### config.mk
export PLATFORM = sky130hd
export DESIGN_NAME = pack_send_multi_flat
export DESIGN_NICKNAME = d
export VERILOG_FILES = /design/src/rtl/pack_send_multi_if.sv /design/src/rtl/pack_send_multi.sv /design/src/flat_wrapper.sv
export SDC_FILE = /design/constraint.sdc
export NUM_CORES = 1
export LEC_CHECK = 0
export BUFFER_PORTS_ARGS = -buffer_cell sky130_fd_sc_hd__buf_4
export CORE_UTILIZATION = 50
export DETAILED_ROUTE_END_ITERATION = 16
export PLACE_DENSITY_LB_ADDON = 0.08
export SLEW_MARGIN = 0
export SYNTH_ARGS = -nofsm -noshare
export SYNTH_HDL_FRONTEND = slang
export SYNTH_SLANG_ARGS = --single-unit
### constraint.sdc
create_clock -name i_Clock -period 2.2 [get_ports i_Clock]
set_input_delay 0.22 -clock i_Clock [delete_from_list [all_inputs] [get_ports i_Clock]]
set_output_delay 0.22 -clock i_Clock [all_outputs]
set_load 0.03 [all_outputs]
### src/rtl/pack_send_multi_if.sv
// Packet transmitter bus: start request and payload in, UART line and status out.
// master = the datapath issuing packets, slave = the transmitter.
interface pack_send_multi_if #(
  parameter int NUM_BYTES = 2
);
  logic                   i_en;
  logic [NUM_BYTES*8-1:0] i_data;
  logic                   o_busy;
  logic                   o_Tx_Active;
  logic                   o_Tx_Serial;
  logic                   o_Tx_Done;
  logic                   o_pack_done;

  modport master (
    output i_en, i_data,
    input  o_busy, o_Tx_Active, o_Tx_Serial, o_Tx_Done, o_pack_done
  );

  modport slave (
    input  i_en, i_data,
    output o_busy, o_Tx_Active, o_Tx_Serial, o_Tx_Done, o_pack_done
  );
endinterface

### src/rtl/pack_send_multi.sv
// Captures NUM_BYTES (+ optional XOR checksum) on i_en and sends them as back-to-back 8N1 frames.
// Start bit appears the cycle after an accepted i_en; i_en while busy is dropped, never queued.
module pack_send_multi #(
  parameter int NUM_BYTES    = 2,
  parameter int CLKS_PER_BIT = 434,
  parameter int CHECKSUM_EN  = 0
) (
  input  logic             i_Clock,
  input  logic             i_Rst_n,
  pack_send_multi_if.slave bus
);
  localparam int CW = (CLKS_PER_BIT > 1) ? $clog2(CLKS_PER_BIT) : 1;
  localparam int BW = $clog2(NUM_BYTES + 1);
  localparam logic [CW-1:0] CNT_MAX = CW'(CLKS_PER_BIT - 1);
  localparam logic [CW-1:0] CNT_PRE = CW'(CLKS_PER_BIT - 2);
  localparam logic [BW-1:0] LAST    = BW'(NUM_BYTES - 1 + CHECKSUM_EN);

  typedef enum logic [1:0] {IDLE, START, DATA, STOP} state_t;

  state_t                 state;
  logic [CW-1:0]          cnt;
  logic [2:0]             bit_idx;
  logic [BW-1:0]          byte_idx;
  logic [NUM_BYTES*8-1:0] shadow;
  logic [7:0]             chk;
  logic [7:0]             chk_in;
  logic [7:0]             cur_byte;
  logic                   bit_end;
  logic                   tx_serial;
  logic                   tx_active;
  logic                   tx_done;
  logic                   pack_done;
  logic                   busy;

  always_comb begin
    chk_in = '0;
    for (int k = 0; k < NUM_BYTES; k++) chk_in ^= bus.i_data[8*k +: 8];
  end

  // Index NUM_BYTES only occurs with the checksum enabled, so it falls through to chk.
  always_comb begin
    cur_byte = chk;
    for (int k = 0; k < NUM_BYTES; k++) begin
      if (byte_idx == BW'(k)) cur_byte = shadow[8*k +: 8];
    end
  end

  assign bit_end = (cnt == CNT_MAX);

  always_ff @(posedge i_Clock or negedge i_Rst_n) begin
    if (!i_Rst_n) begin
      state     <= IDLE;
      cnt       <= '0;
      bit_idx   <= '0;
      byte_idx  <= '0;
      shadow    <= '0;
      chk       <= '0;
      tx_serial <= 1'b1;
      tx_active <= 1'b0;
      tx_done   <= 1'b0;
      pack_done <= 1'b0;
      busy      <= 1'b0;
    end else begin
      tx_done   <= 1'b0;
      pack_done <= 1'b0;
      case (state)
        IDLE: begin
          if (bus.i_en) begin
            shadow    <= bus.i_data;
            chk       <= chk_in;
            byte_idx  <= '0;
            cnt       <= '0;
            state     <= START;
            tx_serial <= 1'b0;
            tx_active <= 1'b1;
            busy      <= 1'b1;
          end
        end
        START: begin
          if (bit_end) begin
            cnt       <= '0;
            bit_idx   <= '0;
            state     <= DATA;
            tx_serial <= cur_byte[0];
          end else begin
            cnt <= cnt + 1'b1;
          end
        end
        DATA: begin
          if (bit_end) begin
            cnt <= '0;
            if (bit_idx == 3'd7) begin
              state     <= STOP;
              tx_serial <= 1'b1;
            end else begin
              bit_idx   <= bit_idx + 1'b1;
              tx_serial <= cur_byte[bit_idx + 3'd1];
            end
          end else begin
            cnt <= cnt + 1'b1;
          end
        end
        STOP: begin
          // Done flags are set one cycle early so they land on the final stop-bit cycle.
          if (cnt == CNT_PRE) begin
            tx_done   <= 1'b1;
            pack_done <= (byte_idx == LAST);
          end
          if (bit_end) begin
            cnt <= '0;
            if (byte_idx == LAST) begin
              state     <= IDLE;
              tx_active <= 1'b0;
              busy      <= 1'b0;
            end else begin
              byte_idx  <= byte_idx + 1'b1;
              state     <= START;
              tx_serial <= 1'b0;
            end
          end else begin
            cnt <= cnt + 1'b1;
          end
        end
        default: state <= IDLE;
      endcase
    end
  end

  assign bus.o_busy      = busy;
  assign bus.o_Tx_Active = tx_active;
  assign bus.o_Tx_Serial = tx_serial;
  assign bus.o_Tx_Done   = tx_done;
  assign bus.o_pack_done = pack_done;
endmodule
### src/flat_wrapper.sv
// flat-port wrapper written by rule: the top's interface ports become plain ports
module pack_send_multi_flat 
#(
  parameter int NUM_BYTES    = 2,
  parameter int CLKS_PER_BIT = 434,
  parameter int CHECKSUM_EN  = 0
)
  (i_Clock, i_Rst_n, bus_i_en, bus_i_data, bus_o_busy, bus_o_Tx_Active, bus_o_Tx_Serial, bus_o_Tx_Done, bus_o_pack_done);
  pack_send_multi_if #(.NUM_BYTES(NUM_BYTES)) bus_i ();
  input  logic i_Clock;
  input  logic i_Rst_n;
  input wire logic [$bits(bus_i.i_en)-1:0] bus_i_en;
  input wire logic [$bits(bus_i.i_data)-1:0] bus_i_data;
  output wire logic [$bits(bus_i.o_busy)-1:0] bus_o_busy;
  output wire logic [$bits(bus_i.o_Tx_Active)-1:0] bus_o_Tx_Active;
  output wire logic [$bits(bus_i.o_Tx_Serial)-1:0] bus_o_Tx_Serial;
  output wire logic [$bits(bus_i.o_Tx_Done)-1:0] bus_o_Tx_Done;
  output wire logic [$bits(bus_i.o_pack_done)-1:0] bus_o_pack_done;
  assign bus_i.i_en = bus_i_en;
  assign bus_i.i_data = bus_i_data;
  assign bus_o_busy = bus_i.o_busy;
  assign bus_o_Tx_Active = bus_i.o_Tx_Active;
  assign bus_o_Tx_Serial = bus_i.o_Tx_Serial;
  assign bus_o_Tx_Done = bus_i.o_Tx_Done;
  assign bus_o_pack_done = bus_i.o_pack_done;
  pack_send_multi #(.NUM_BYTES(NUM_BYTES), .CLKS_PER_BIT(CLKS_PER_BIT), .CHECKSUM_EN(CHECKSUM_EN)) u_core (.i_Clock(i_Clock), .i_Rst_n(i_Rst_n), .bus(bus_i));
endmodule
==> impl_results.md <==
- Initial Util: 0.5315
- Worst-Skew Late Latency: 290 ps
- Post-synth top flop: dfrtp_1
- Synth Area per Inst: 10.89 sq um
- Largest family of logic cells by synthesized area: multiplexers
- Global-route wire length before repair: 7.997 mm
- Clock tree sinks: 44
- CTS buffer count: 5
- Syn Nets: 248
- Least-Margin Pin Slew: 559.2 ps
- Initial antenna violation count: 0
- Yosys warnings: 0
- Max Buffers Root-to-Sink: 2
- Area Growth Syn to Fin: 15.04%
- Drt drc: 4
- Multiplexer share of the synthesized area: 0.1584
- Post-synth top area share: 0.4555
- # H-tree levels: 2
- Setup Skew: 5.217 ps
- Place WS: -61.62 ps
- CP Max Fanout: 5
- Met2 Track Usage GR: 0.3429
- PortBufs: 23
- Worst EP arrival: 2350 ps
- Layout cell share with drive strength beyond 1: 0.2105
- Post-synth EDFFs: 0
- Worst setup path class: flop to flop
- Slew Limit Fails: 0
- Design Power: 2.908 mW
- Final RePlAce weighted congestion: 0.8120
- Register area share after synthesis: 0.4666
- Max_slew headroom: 0.6272
- Pre-Repair DR Iteration Count: 10
- Worst-path cell chain: inv_2 > ha_4 > mux2_1 > mux4_2 > mux2_2 > o311ai_2 > a21oi_1
- Register bit total from synthesis: 44
- Status: complete, but fails checks
- Synth Area in Simple Gates: 0.1165
- Peak supply drop: 0.4647 mV
- Final Hold Fails: 0
- DIE AREA: 0.005003 sq mm
- Met3 Use GR: 0.04843
- Reg clk slew, reported paths: 80 ps
- CP Launch Type: flop
- Sequential cell area: 0.001102 sq mm
- Fin Setup TNS: 0 ps
- CP max stage cell: mux4_2
- Post-DRT Antenna Nets: 0
- Avg WL per Cell: 14.71 um
- Vias per cell: 5.562
- Synth Area in Adders: 0.06356
- Async SR Flop Fraction: 1.000
- CTS tree: built
- DP HPWL: 3.277 mm
- Area of the multi-input gates: 0.001185 sq mm
- Iteration-0 DRC Markers: 115
- Final count of negative-setup-slack endpoints: 0
- Design area: 0.002718 sq mm
- Commonest non-fill, non-tap cell in the layout: dfrtp_1
- Final wirelength: 4.397 mm
- Power density over cell area: 1070 mW/mm^2
- GRT Residual Overflow: 0
- Ports: 24
- Via count: 1663
- Layout fillers: 386
- Synth Area in XOR/XNOR: 0.05561
- Min-Delay Path Class: input pin to flop
- Required @ worst endpoint: 2410 ps
- Die H: 70.74 um
- Tcrit/Tclk final: 0.9716
- Cell area after synthesis: 0.002362 sq mm
- Worst path max stage delay: 470 ps
- Static leakage: 1.219 nW
- Most area-consuming cells after synthesis: dfrtp_1, mux2_1, ha_1
- Fmax: 0.4678 GHz
- Final min period: 2137 ps
- Post-synth top area cell: dfrtp_1
- Rows: 24
- Core region area: 0.004444 sq mm
- Failing checks: design-rule violations
- GR Layer Usage met1: 0.2600
- NumNets Final: 278
- Synth cell types: 42
- Mapped Cells: 217
- Crit path capture type: flop
- Area of placed instances: 0.002608 sq mm
- Hold_ws: 153.6 ps
- Worst setup margin: 62.51 ps
- Antenna diodes: 0
- Unrepaired setup endpoints after global routing: yes
- GRT Overall Usage: 0.2039
- Most frequent cells in the layout: dfrtp_1, buf_4, nand2_1
- Pin count of the biggest net entering global routing: 45
- Busiest grt layer: met2
- Fraction of the mapped netlist area in compound gates: 0.1012
- Clk root buf: clkbuf_8
- Vias in the first global route: 1771
- Die W: 70.74 um
- Max-cap viol count: 0
==> synth_stat cells, drive strengths merged, types with 2 or more instances <==
master,instances
dfrtp,43
buf,5
nor3,3
nand2b,2
clkbuf,5
nand2,22
mux2,24
mux4,4
nor2,20
nand4,4
nand3,2
ha,12
and3,3
o21ai,18
a31oi,2
inv,9
xor2,4
a21oi,4
a22oi,3
xnor2,11
==> per-layer routing <==
layer	wire [um]	vias to the layer above
met4	78	0
met3	199	10
met5	0	-
li1	-	819
met2	2179	42
met1	1940	792
==> final timing paths <==
| kind | start | end | slack (ps) | cells past startpoint |
|---|---|---|---|---|
| max in group asynchronous | i_Rst_n | u_core.chk[5]$_DFFE_PN0P_ | 1360 | 2 |
| setup reg to reg | u_core.byte_idx[1]$_DFFE_PN0P_ | u_core.bus.o_Tx_Serial$_DFFE_PN1P_ | 60 | 7 |
| min in group asynchronous | i_Rst_n | u_core.bus.o_Tx_Active$_DFFE_PN0P_ | 450 | 2 |
| hold reg to reg | u_core.chk[3]$_DFFE_PN0P_ | u_core.chk[3]$_DFFE_PN0P_ | 490 | 2 |
| setup / recovery | u_core.byte_idx[1]$_DFFE_PN0P_ | u_core.bus.o_Tx_Serial$_DFFE_PN1P_ | 60 | 7 |
| hold / removal | bus_i_data[11] | u_core.shadow[11]$_DFFE_PN0P_ | 150 | 2 |
==> registers in the layout, summed over array words and instances (netlist names) <==
signal,count
u_core.shadow,16
u_core.cnt,9
u_core.chk,8
u_core.bit_idx,3
u_core.byte_idx,2
u_core.state,2
u_core.bus.o_Tx_Active,1
u_core.bus.o_Tx_Done,1
u_core.bus.o_Tx_Serial,1
u_core.bus.o_pack_done,1
==> area by class of cell <==
| class | instances | area share |
|---|---|---|
| multi-input combinational | 153 | 0.4360 |
| timing repair buffer | 33 | 0.09208 |
| clock inverter | 1 | 0.001842 |
| tap | 52 | 0.02394 |
| sequential | 44 | 0.4056 |
| clock buffer | 6 | 0.02670 |
| inverter | 10 | 0.01381 |
==> kinds of logic after synthesis <==
family	Yosys count
AOI/OAI and AO/OA	37
xor gates and xnor gates	15
adders and majority gates	12
buffers and inverters	20
DFF	44
muxes	29
and+or+nand+nor	60
==> metrics by stage <==
| stage | util | cells |
|---|---|---|
| finish | 0.6115 | 299 |
| CTS | 0.6092 | 298 |
| global placement | 0.5867 | 290 |
| detailed placement | 0.5867 | 290 |
| floorplan | - | 217 |
| global route | 0.6115 | 299 |
==> report_power, final <==
group	internal (mW)	switching (mW)
Combinational	0.539	0.587
Clock	0.216	0.258
Sequential	1.11	0.200
==> repair_timing <==
item | CTS | global route
setup endpoints to repair | 1 | 2
hold buffers | 1 | 0
setup buffers | 0 | 1
hold endpoints to repair | 43 | 0
pin swaps | 0 | 0
resized for setup | 2 | 3
==> worst max-delay path: cells and delay by family (launching register included) <==
kind	cells	cell delay, ps
adders and majority gates	1	170
AOI/OAI and AO/OA	2	310
muxes	3	1080
DFF	1	410
buffers and inverters	1	90
Note: power is estimated with default switching activity, not from simulation.
